`src/rtl/func_sweep_pkg.sv`:
```
// Shared types and constants for the truth-table sweep controller.
// Optional feature macro: TT_CHECK_EN (expected-table comparison).
package func_sweep_pkg;

  localparam int MAX_INPUTS = 4;
  localparam int TT_WIDTH   = 16;
  localparam int ROW_W      = 5;

  typedef enum logic [1:0] {
    IDLE   = 2'd0,
    DRIVE  = 2'd1,
    SAMPLE = 2'd2,
    DONE   = 2'd3
  } sweep_state_e;

  // Input count is usable only in the range 1..MAX_INPUTS.
  function automatic logic n_valid(input logic [2:0] n);
    return (n != 3'd0) && (n <= 3'(MAX_INPUTS));
  endfunction

  // Ones in every table position that a sweep over n inputs visits.
  function automatic logic [TT_WIDTH-1:0] row_mask(input logic [2:0] n);
    return ~({TT_WIDTH{1'b1}} << (5'd1 << n));
  endfunction

endpackage

```
`src/rtl/func_sweep_ctrl_if.sv`:
```
// Stimulus / capture bundle between the sweep controller and its user.
// Optional feature macro: TT_CHECK_EN adds exp and mismatch.
interface func_sweep_ctrl_if;
  import func_sweep_pkg::*;

  logic                start;
  logic                abort;
  logic [2:0]          n_in;
  logic [3:0]          din;
  logic                fout;
  logic                busy;
  logic                done;
  logic                err;
  logic [TT_WIDTH-1:0] tt;
`ifdef TT_CHECK_EN
  logic [TT_WIDTH-1:0] exp;
  logic                mismatch;

  modport master (output start, abort, n_in, fout, exp,
                  input  din, busy, done, err, tt, mismatch);
  modport slave  (input  start, abort, n_in, fout, exp,
                  output din, busy, done, err, tt, mismatch);
`else
  modport master (output start, abort, n_in, fout,
                  input  din, busy, done, err, tt);
  modport slave  (input  start, abort, n_in, fout,
                  output din, busy, done, err, tt);
`endif

endinterface

```
`src/rtl/sweep_row_counter.sv`:
```
// Row counter for the sweep: clear, increment, and last-row detect.
// Kept one bit wider than the row index so row 15 never aliases to 0.
module sweep_row_counter
  import func_sweep_pkg::*;
(
  input  logic       clk,
  input  logic       rst_n,
  input  logic       clr,
  input  logic       inc,
  input  logic [2:0] n_lat,
  output logic [3:0] row,
  output logic       last
);

  logic [ROW_W-1:0] row_q, row_d;

  // Next row: clear dominates increment.
  always_comb begin
    row_d = row_q;
    if (clr) begin
      row_d = '0;
    end else if (inc) begin
      row_d = row_q + 5'd1;
    end
  end

  // Row register.
  always_ff @(posedge clk or negedge rst_n) begin
    if (!rst_n) begin
      row_q <= '0;
    end else begin
      row_q <= row_d;
    end
  end

  assign row  = row_q[3:0];
  assign last = (row_q == ((5'd1 << n_lat) - 5'd1));

endmodule

```
`src/rtl/func_sweep_ctrl.sv`:
```
// Truth-table sweep controller: walks every input row of a small
// combinational function, waits SETTLE cycles per row, captures fout.
// Optional feature macro: TT_CHECK_EN (compare capture against exp).
module func_sweep_ctrl
  import func_sweep_pkg::*;
#(
  parameter int SETTLE = 1
) (
  input logic              clk,
  input logic              rst_n,
  func_sweep_ctrl_if.slave bus
);

  sweep_state_e        state_q, state_d;
  logic [3:0]          cnt_q, cnt_d;
  logic [2:0]          n_q, n_d;
  logic [TT_WIDTH-1:0] tt_q, tt_d;
  logic                err_q, err_d;
  logic [3:0]          row;
  logic                last;
  logic                row_clr;
  logic                row_inc;
`ifdef TT_CHECK_EN
  logic [TT_WIDTH-1:0] exp_q, exp_d;
  logic                mis_q, mis_d;
`endif

  sweep_row_counter u_row (
    .clk   (clk),
    .rst_n (rst_n),
    .clr   (row_clr),
    .inc   (row_inc),
    .n_lat (n_q),
    .row   (row),
    .last  (last)
  );

  // Next-state, capture and counter control; abort overrides everything.
  always_comb begin
    state_d = state_q;
    cnt_d   = cnt_q;
    n_d     = n_q;
    tt_d    = tt_q;
    err_d   = err_q;
    row_clr = 1'b0;
    row_inc = 1'b0;
`ifdef TT_CHECK_EN
    exp_d   = exp_q;
    mis_d   = mis_q;
`endif
    case (state_q)
      IDLE: begin
        if (bus.start) begin
          n_d     = bus.n_in;
          tt_d    = '0;
          cnt_d   = '0;
          row_clr = 1'b1;
`ifdef TT_CHECK_EN
          exp_d   = bus.exp;
          mis_d   = 1'b0;
`endif
          if (n_valid(bus.n_in)) begin
            err_d   = 1'b0;
            state_d = DRIVE;
          end else begin
            err_d   = 1'b1;
            state_d = DONE;
          end
        end
      end
      DRIVE: begin
        if (cnt_q == 4'(SETTLE - 1)) begin
          cnt_d   = '0;
          state_d = SAMPLE;
        end else begin
          cnt_d = cnt_q + 4'd1;
        end
      end
      SAMPLE: begin
        tt_d[row] = bus.fout;
        if (last) begin
          state_d = DONE;
`ifdef TT_CHECK_EN
          mis_d   = |((tt_d ^ exp_q) & row_mask(n_q));
`endif
        end else begin
          row_inc = 1'b1;
          state_d = DRIVE;
        end
      end
      DONE: begin
        state_d = IDLE;
      end
      default: begin
        state_d = IDLE;
      end
    endcase
    if (bus.abort) begin
      state_d = IDLE;
      cnt_d   = '0;
      n_d     = n_q;
      tt_d    = tt_q;
      err_d   = err_q;
      row_clr = 1'b1;
      row_inc = 1'b0;
`ifdef TT_CHECK_EN
      exp_d   = exp_q;
      mis_d   = mis_q;
`endif
    end
  end

  // Controller state and captured results.
  always_ff @(posedge clk or negedge rst_n) begin
    if (!rst_n) begin
      state_q <= IDLE;
      cnt_q   <= '0;
      n_q     <= '0;
      tt_q    <= '0;
      err_q   <= 1'b0;
`ifdef TT_CHECK_EN
      exp_q   <= '0;
      mis_q   <= 1'b0;
`endif
    end else begin
      state_q <= state_d;
      cnt_q   <= cnt_d;
      n_q     <= n_d;
      tt_q    <= tt_d;
      err_q   <= err_d;
`ifdef TT_CHECK_EN
      exp_q   <= exp_d;
      mis_q   <= mis_d;
`endif
    end
  end

  assign bus.busy = (state_q == DRIVE) || (state_q == SAMPLE);
  assign bus.done = (state_q == DONE);
  assign bus.err  = err_q;
  assign bus.tt   = tt_q;
  assign bus.din  = bus.busy ? row : 4'd0;
`ifdef TT_CHECK_EN
  assign bus.mismatch = mis_q;
`endif

endmodule
```
`src/flat_wrapper.sv`:
```
// flat-port wrapper written by rule: the top's interface ports become plain ports
module func_sweep_ctrl_flat import func_sweep_pkg::*;
#(
  parameter int SETTLE = 1
)
  (clk, rst_n, bus_start, bus_abort, bus_n_in, bus_fout, bus_din, bus_busy, bus_done, bus_err, bus_tt);
  func_sweep_ctrl_if bus_i ();
  input logic clk;
  input logic rst_n;
  input wire logic [$bits(bus_i.start)-1:0] bus_start;
  input wire logic [$bits(bus_i.abort)-1:0] bus_abort;
  input wire logic [$bits(bus_i.n_in)-1:0] bus_n_in;
  input wire logic [$bits(bus_i.fout)-1:0] bus_fout;
  output wire logic [$bits(bus_i.din)-1:0] bus_din;
  output wire logic [$bits(bus_i.busy)-1:0] bus_busy;
  output wire logic [$bits(bus_i.done)-1:0] bus_done;
  output wire logic [$bits(bus_i.err)-1:0] bus_err;
  output wire logic [$bits(bus_i.tt)-1:0] bus_tt;
  assign bus_i.start = bus_start;
  assign bus_i.abort = bus_abort;
  assign bus_i.n_in = bus_n_in;
  assign bus_i.fout = bus_fout;
  assign bus_din = bus_i.din;
  assign bus_busy = bus_i.busy;
  assign bus_done = bus_i.done;
  assign bus_err = bus_i.err;
  assign bus_tt = bus_i.tt;
  func_sweep_ctrl #(.SETTLE(SETTLE)) u_core (.clk(clk), .rst_n(rst_n), .bus(bus_i));
endmodule
```
`config.mk`:
```
export PLATFORM = sky130hd
export DESIGN_NAME = func_sweep_ctrl_flat
export DESIGN_NICKNAME = d
export VERILOG_FILES = /design/src/rtl/func_sweep_pkg.sv /design/src/rtl/func_sweep_ctrl_if.sv /design/src/rtl/sweep_row_counter.sv /design/src/rtl/func_sweep_ctrl.sv /design/src/flat_wrapper.sv
export SDC_FILE = /design/constraint.sdc
export NUM_CORES = 1
export LEC_CHECK = 0
export BUFFER_PORTS_ARGS = -buffer_cell sky130_fd_sc_hd__buf_2
export CORE_MARGIN = 1
export CORE_UTILIZATION = 50
export DETAILED_ROUTE_END_ITERATION = 8
export PLACE_DENSITY = 0.83
export SLEW_MARGIN = 20
export SYNTH_ARGS = -nofsm -noshare
export SYNTH_HDL_FRONTEND = slang
export SYNTH_SLANG_ARGS = --single-unit
```
`constraint.sdc`:
```
create_clock -name clk -period 4.5 [get_ports clk]
set_input_delay 0.9 -clock clk [delete_from_list [all_inputs] [get_ports clk]]
set_output_delay 0.9 -clock clk [all_outputs]
set_load 0.01 [all_outputs]
```
==> key figures, run 1 <==
Logic synthesis
  • Syn nets: 213
  • Largest family of logic cells by synthesized area: compound AO/OA/AOI/OAI gates
  • Simple-Gate Fraction of Synth Area: 15.6%
  • Cells after Synth: 195
  • Flops & latches, synth: 31
  • Xor/xnor cell area share of the yosys netlist: 0%
  • Synth Area per Inst: 9.73 um^2
  • Main synth FF type: dfrtp_1
  • Compound-gate portion of the synthesized area: 21.6%
  • Mapped cell area: 0.00190 mm^2
  • Mux share of post-synthesis cell area: 10.7%
  • Ys async rst share: 100%
  • Synth warn: 0
  • Seq/Total Area, Yosys: 40.9%
  • Synth unique cells: 40
  • Post-synth EDFFs: 0
  • Area share of fa/ha/maj cells after synthesis: 6.59%

Clock tree
  • Clk pin slew, worst setup/hold paths: 0.07 ns
  • Post-CTS Setup Inserts: 0
  • Clock sinks: 31
  • Largest buffer count on any clock path: 2
  • # H-tree levels: 2
  • Post_cts resized: 0
  • CTS tree: done
  • Root buffer cell: clkbuf_8
  • CTS Buf Count: 5
  • Post-CTS Hold Fix Bufs: 0
  • Clk Latency, worst-skew pair: 0.28 ns

Worst setup path
  • Startpoint types: register
  • List of cells traversed by the critical path: inv_1 > ha_1 > buf_4 > mux2_2 > nand2_1 > nor2_1 > mux2_2 > a22o_1
  • Worst path max stage delay: 0.76 ns
  • Setup CP Type: register to register
  • Crit-path most repeated cell: mux2_2
  • Slowest CP cell: nor2_1
  • Critical path capture point type: register
  • CP required: 4.72 ns
  • WP data arrival: 3.04 ns
  • Crit path max fanout: 27

Drt
  • DR WL/cell: 14.3 um
  • DRT iter0 DRCs: 97
  • Final WL: 3900 um
  • Vias per cell: 5.82
  • Routed Antenna Nets: 0
  • Routed vias: 1,583
  • Drt drc: 0
  • First-pass DRT Iterations: 4

Timing
  • Finish-stage setup viols: 0
  • Layout Skew: 0.00763 ns
  • Setup TNS: 0 ns
  • Crit share post-route: 62.7%
  • Final Hold Vio Count: 0
  • Unrepaired setup endpoints after global routing: no
  • Hold slack: 0.516 ns
  • Worst-Margin Slew: 0.867 ns
  • Final min period: 2.82 ns
  • Fmax: 355 MHz
  • Fin. max-slew vios: 0
  • Slew headroom: 42.2%

Finish
  • Area Overhead vs Synth: 15.1%
  • Nets: 241
  • Layout Cells excl Fill: 272
  • FILL cells: 328
  • Most common cell after layout, fill and taps aside: dfrtp_1
  • Commonest non-fill, non-tap cells in the layout: dfrtp_1, buf_2, nand2_1
  • Share of layout cells above drive strength 1: 28.1%
  • Ant. Diodes: 0

Placed design
  • Post-placement cell count: 264
  • Port buffer count: 30
  • Post-detailed-placement half-perimeter wirelength: 2630 um
  • Routability Congestion: 0.789

Die
  • Initial core utilization: 51.8%
  • Die area: 0.00405 mm^2
  • Die Wd: 63.6 um
  • Core area: 0.00366 mm^2
  • Row Count: 22
  • Io pins: 31
  • Die height: 63.6 um

GRT
  • Initial antenna violation count: 0
  • Largest net degree at the start of global routing: 32
  • Total congestion overflow: 0
  • GRT busiest layer: met2
  • Met3 Use GR: 4.35%
  • GR Util met1: 29.4%
  • Number of global-route vias before repair: 1,392
  • First-pass GRT wire length: 6680 um
  • Met2 usage in global routing: 32.2%
  • Gr usage total: 21.0%

Power and ir drop
  • Power density over the cells: 425 mW/mm^2
  • VDD IR max: 202 uV
  • Pleak: 1.10 nW

Flow run
  • MaxCap Viol Count: 0

Outcome
  • Outcome: completed

Min path
  • Class of the worst hold path: register to register
-- synthesized netlist by cell type (2+ instances only) --
| cell type | number | area, um^2 |
|---|---|---|
| o31ai_1 | 6 | 45.0 |
| nor2_1 | 8 | 30.0 |
| dfrtp_1 | 31 | 776 |
| and2_1 | 4 | 25.0 |
| clkbuf_1 | 8 | 30.0 |
| mux2_2 | 18 | 203 |
| a41o_1 | 2 | 20.0 |
| a21oi_1 | 7 | 35.0 |
| nor3_1 | 4 | 20.0 |
| nand2_1 | 27 | 101 |
| ha_1 | 10 | 125 |
| a211oi_1 | 2 | 15.0 |
| a31oi_1 | 2 | 12.5 |
| a22o_1 | 16 | 140 |
| nor2b_1 | 2 | 12.5 |
| nand3_1 | 7 | 35.0 |
| o21ai_0 | 8 | 40.0 |
| inv_1 | 11 | 41.3 |
-- layout make-up --
cell class	instances	area, um^2	area share [%]
Clock inverter	2	35.0	1.60
Sequential cell	31	776	35.5
Tap cell	48	60.1	2.75
Timing Repair Buffer	31	158	7.22
Multi-Input combinational cell	143	1030	47.3
Clock buffer	6	82.6	3.78
Inverter	11	41.3	1.89
-- routing by layer --
layer,wire (um),vias to the layer above
li1,-,776
met1,1900,763
met2,1810,40
met3,150,4
met4,40,0
met5,0,-
-- sequential cells by signal (all words and copies together) (netlist names) --
name and flops:
u_core.bus.tt 16, u_core.u_row.row_q 5, u_core.n_q 3, u_core.bus.err 1, u_core.cnt_q 4, u_core.state_q 2
-- critical path, delay by kind of cell (launching register included) --
kind / cells / cell delay, ns
AOI/OAI and AO/OA: 1 / 0.13
muxes: 2 / 0.51
DFF: 1 / 0.41
adders and majority gates: 1 / 0.15
and+or+nand+nor: 2 / 1.16
buffers and inverters: 2 / 0.38
-- worst paths after layout --
path	start	slack, ns	depth (start not counted)	to
setup reg to reg	u_core.state_q[0]$_DFFE_PN0P_	1.68	8	u_core.bus.tt[4]$_DFFE_PN0P_
setup / recovery	u_core.state_q[0]$_DFFE_PN0P_	1.68	8	u_core.bus.tt[4]$_DFFE_PN0P_
max in group asynchronous	rst_n	3.37	1	u_core.n_q[0]$_DFFE_PN0P_
hold / removal	u_core.bus.err$_DFFE_PN0P_	0.52	2	u_core.bus.err$_DFFE_PN0P_
hold reg to reg	u_core.bus.err$_DFFE_PN0P_	0.52	2	u_core.bus.err$_DFFE_PN0P_
min in group asynchronous	rst_n	0.66	1	u_core.bus.tt[10]$_DFFE_PN0P_
-- per-stage QoR --
| stage | power (mW) | setup slack [ns] | cell area [um^2] | utilization [%] |
|---|---|---|---|---|
| 6_report | 0.929 | 1.68 | 2180 | 59.7 |
| 5_1_grt | 0.991 | 1.41 | 2180 | 59.7 |
| 4_1_cts | 0.933 | 1.70 | 2180 | 59.7 |
| 3_5_place_dp | 0.648 | 1.64 | 2070 | 56.5 |
| 3_3_place_gp | 0.642 | 1.68 | 2070 | 56.5 |
| 2_1_floorplan | 0.575 | 2.49 | 1900 | - |
-- kinds of logic (layout without fill, tap and decap cells) --
family	Yosys count	count (layout)
AND/OR/NAND/NOR	60	60
AO/OA/AOI/OAI	55	55
flip-flops	31	31
buffers and inverters	21	50
multiplexers	18	18
adder cells (fa/ha/maj)	10	10
-- power breakdown --
part | internal [mW] | total (mW) | switching (mW)
logic | 0.108 | 0.282 | 0.174
clock network | 0.179 | 0.282 | 0.103
registers | 0.315 | 0.364 | 0.0488
Note: power is estimated with default switching activity, not from simulation.
==> run 2, diff against run 1 <==
- clock period: 4.5 -> 2.9 ns (I/O delays scaled with it)
==> run 2 against run 1 <==
Worst setup slack lost 0.96 ns. Design area grew 0.34%. Largest power group unchanged. Largest cell class unchanged. Critical path depth shrank 3. Sequential power grew 55%.
==> key figures, run 2 (synthesized netlist as in run 1, its figures left out) <==
Worst setup path
  • Worst R2R Path Depth: 5
  • Reg2reg start: u_core.u_row.row_q[2]$_DFFE_PN0P_
  • Startpoint types: register
  • Critical path capture point type: register
  • WP data arrival: 2.40 ns
  • Reg-to-reg slack, setup: 0.72 ns
  • CP required: 3.12 ns
  • Setup CP Type: register to register
  • Crit path max fanout: 16
  • Worst r2r dst: u_core.u_row.row_q[1]$_DFFE_PN0P_

Clock tree
  • Post-CTS Setup Inserts: 0
  • CTS tree: done
  • Largest buffer count on any clock path: 2
  • Post-CTS Hold Fix Bufs: 0
  • # H-tree levels: 2
  • CTS Buf Count: 5
  • Clock sinks: 31
  • Clk Latency, worst-skew pair: 0.28 ns
  • Clk pin slew, worst setup/hold paths: 0.07 ns
  • Post_cts resized: 0
  • Root buffer cell: clkbuf_8

Power and ir drop
  • VDD IR max: 279 uV
  • Power density over the cells: 658 mW/mm^2
  • Power Total: 1.44 mW
  • Pleak: 1.10 nW

GRT
  • Gr usage total: 21.2%
  • Met2 usage in global routing: 33.1%
  • Number of global-route vias before repair: 1,461
  • Met3 Use GR: 3.62%
  • GR Util met1: 28.6%
  • First-pass GRT wire length: 6690 um
  • GRT busiest layer: met2
  • Total congestion overflow: 0
  • Initial antenna violation count: 0
  • Largest net degree at the start of global routing: 32

Die
  • Io pins: 31
  • Die Wd: 63.6 um
  • Die area: 0.00405 mm^2
  • Initial core utilization: 51.8%
  • Row Count: 22
  • Core area: 0.00366 mm^2
  • Die height: 63.6 um

Finish
  • Max FFs per register: 16
  • Final instance area: 0.00219 mm^2
  • Share of layout cells above drive strength 1: 28.4%
  • Most common cell after layout, fill and taps aside: dfrtp_1
  • Ant. Diodes: 0
  • Commonest non-fill, non-tap cells in the layout: dfrtp_1, buf_2, nand2_1
  • Final Util: 59.9%
  • Area Overhead vs Synth: 15.5%
  • Nets: 242
  • FILL cells: 310

Placed design
  • Post-detailed-placement half-perimeter wirelength: 2690 um
  • Dpl cell area: 0.00207 mm^2
  • Port buffer count: 30
  • Routability Congestion: 0.811
  • DP Worst Slack: 0.756 ns

Min path
  • Class of the worst hold path: input port to asynchronous set/reset pin

Drt
  • Vias per cell: 5.77
  • Routed vias: 1,576
  • Final WL: 3900 um
  • DRT iter0 DRCs: 86
  • DR WL/cell: 14.3 um
  • Drt drc: 0
  • Routed Antenna Nets: 0
  • First-pass DRT Iterations: 4

Timing
  • Crit share post-route: 75.3%
  • Setup TNS: 0 ns
  • Layout Skew: 0.00691 ns
  • Fin. max-slew vios: 0
  • Final min period: 2.18 ns
  • Final worst slack: 0.718 ns
  • Final Hold Vio Count: 0
  • Slew headroom: 44.2%
  • Finish-stage setup viols: 0
  • Unrepaired setup endpoints after global routing: no
  • Fmax: 458 MHz
  • Worst-Margin Slew: 0.837 ns

Outcome
  • Outcome: completed

Flow run
  • MaxCap Viol Count: 0
## run 2: cell types whose count changed in the layout (fill, tap and decap cells not counted), sizes merged
| cell | change |
|---|---|
| buf | +1 |
## run 2: metrics by stage
stage	cells	hold WS, ns
after CTS	273	0.363
final	273	0.336
after global routing	273	0.393
after floorplan	195	0.284
after detailed placement	265	0.505
after global placement	265	0.498
## run 2: how the worst max path moves through the flow
stage / from / end / cells past startpoint
2_1_floorplan: u_core.state_q[0]$_DFFE_PN0P_ / u_core.bus.tt[2]$_DFFE_PN0P_ / 8
3_3_place_gp: u_core.u_row.row_q[2]$_DFFE_PN0P_ / u_core.u_row.row_q[1]$_DFFE_PN0P_ / 5
3_5_place_dp: u_core.u_row.row_q[2]$_DFFE_PN0P_ / u_core.u_row.row_q[1]$_DFFE_PN0P_ / 5
4_1_cts: u_core.u_row.row_q[2]$_DFFE_PN0P_ / u_core.u_row.row_q[1]$_DFFE_PN0P_ / 5
5_1_grt: u_core.u_row.row_q[2]$_DFFE_PN0P_ / u_core.u_row.row_q[1]$_DFFE_PN0P_ / 5
6_report: u_core.u_row.row_q[2]$_DFFE_PN0P_ / u_core.u_row.row_q[1]$_DFFE_PN0P_ / 5
## run 2: cell type report
type | instances | area [um^2] | area share [%]
repair buffers | 32 | 165 | 7.53
well taps | 48 | 60.1 | 2.74
clock inverters | 2 | 35.0 | 1.60
inverters | 11 | 41.3 | 1.88
flip-flops and latches | 31 | 776 | 35.4
multi-input cells | 143 | 1030 | 47.1
clock buffers | 6 | 82.6 | 3.77
## run 2: report_power, final
group          switching [mW]  leakage (nW)  total, mW  internal (mW)
Combinational           0.268         0.621      0.441          0.173
Clock                   0.160        0.0612      0.438          0.278
Sequential             0.0747         0.421      0.564          0.489
## run 2: per-layer routing
metal | up-vias | share of wire, % | routed length [um]
met5 | - | 0 | 0
met4 | 0 | 1.1 | 44
met3 | 5 | 4.7 | 185
met2 | 38 | 47 | 1840
met1 | 759 | 47 | 1830
li1 | 774 | - | -
## run 2: worst max-delay path: stages, from the launching register on
cell      delay, ns
dfrtp_1        0.56
or4_1          0.58
o31ai_1        0.22
o22ai_1        0.31
a211oi_1       0.33
a41o_1         0.12
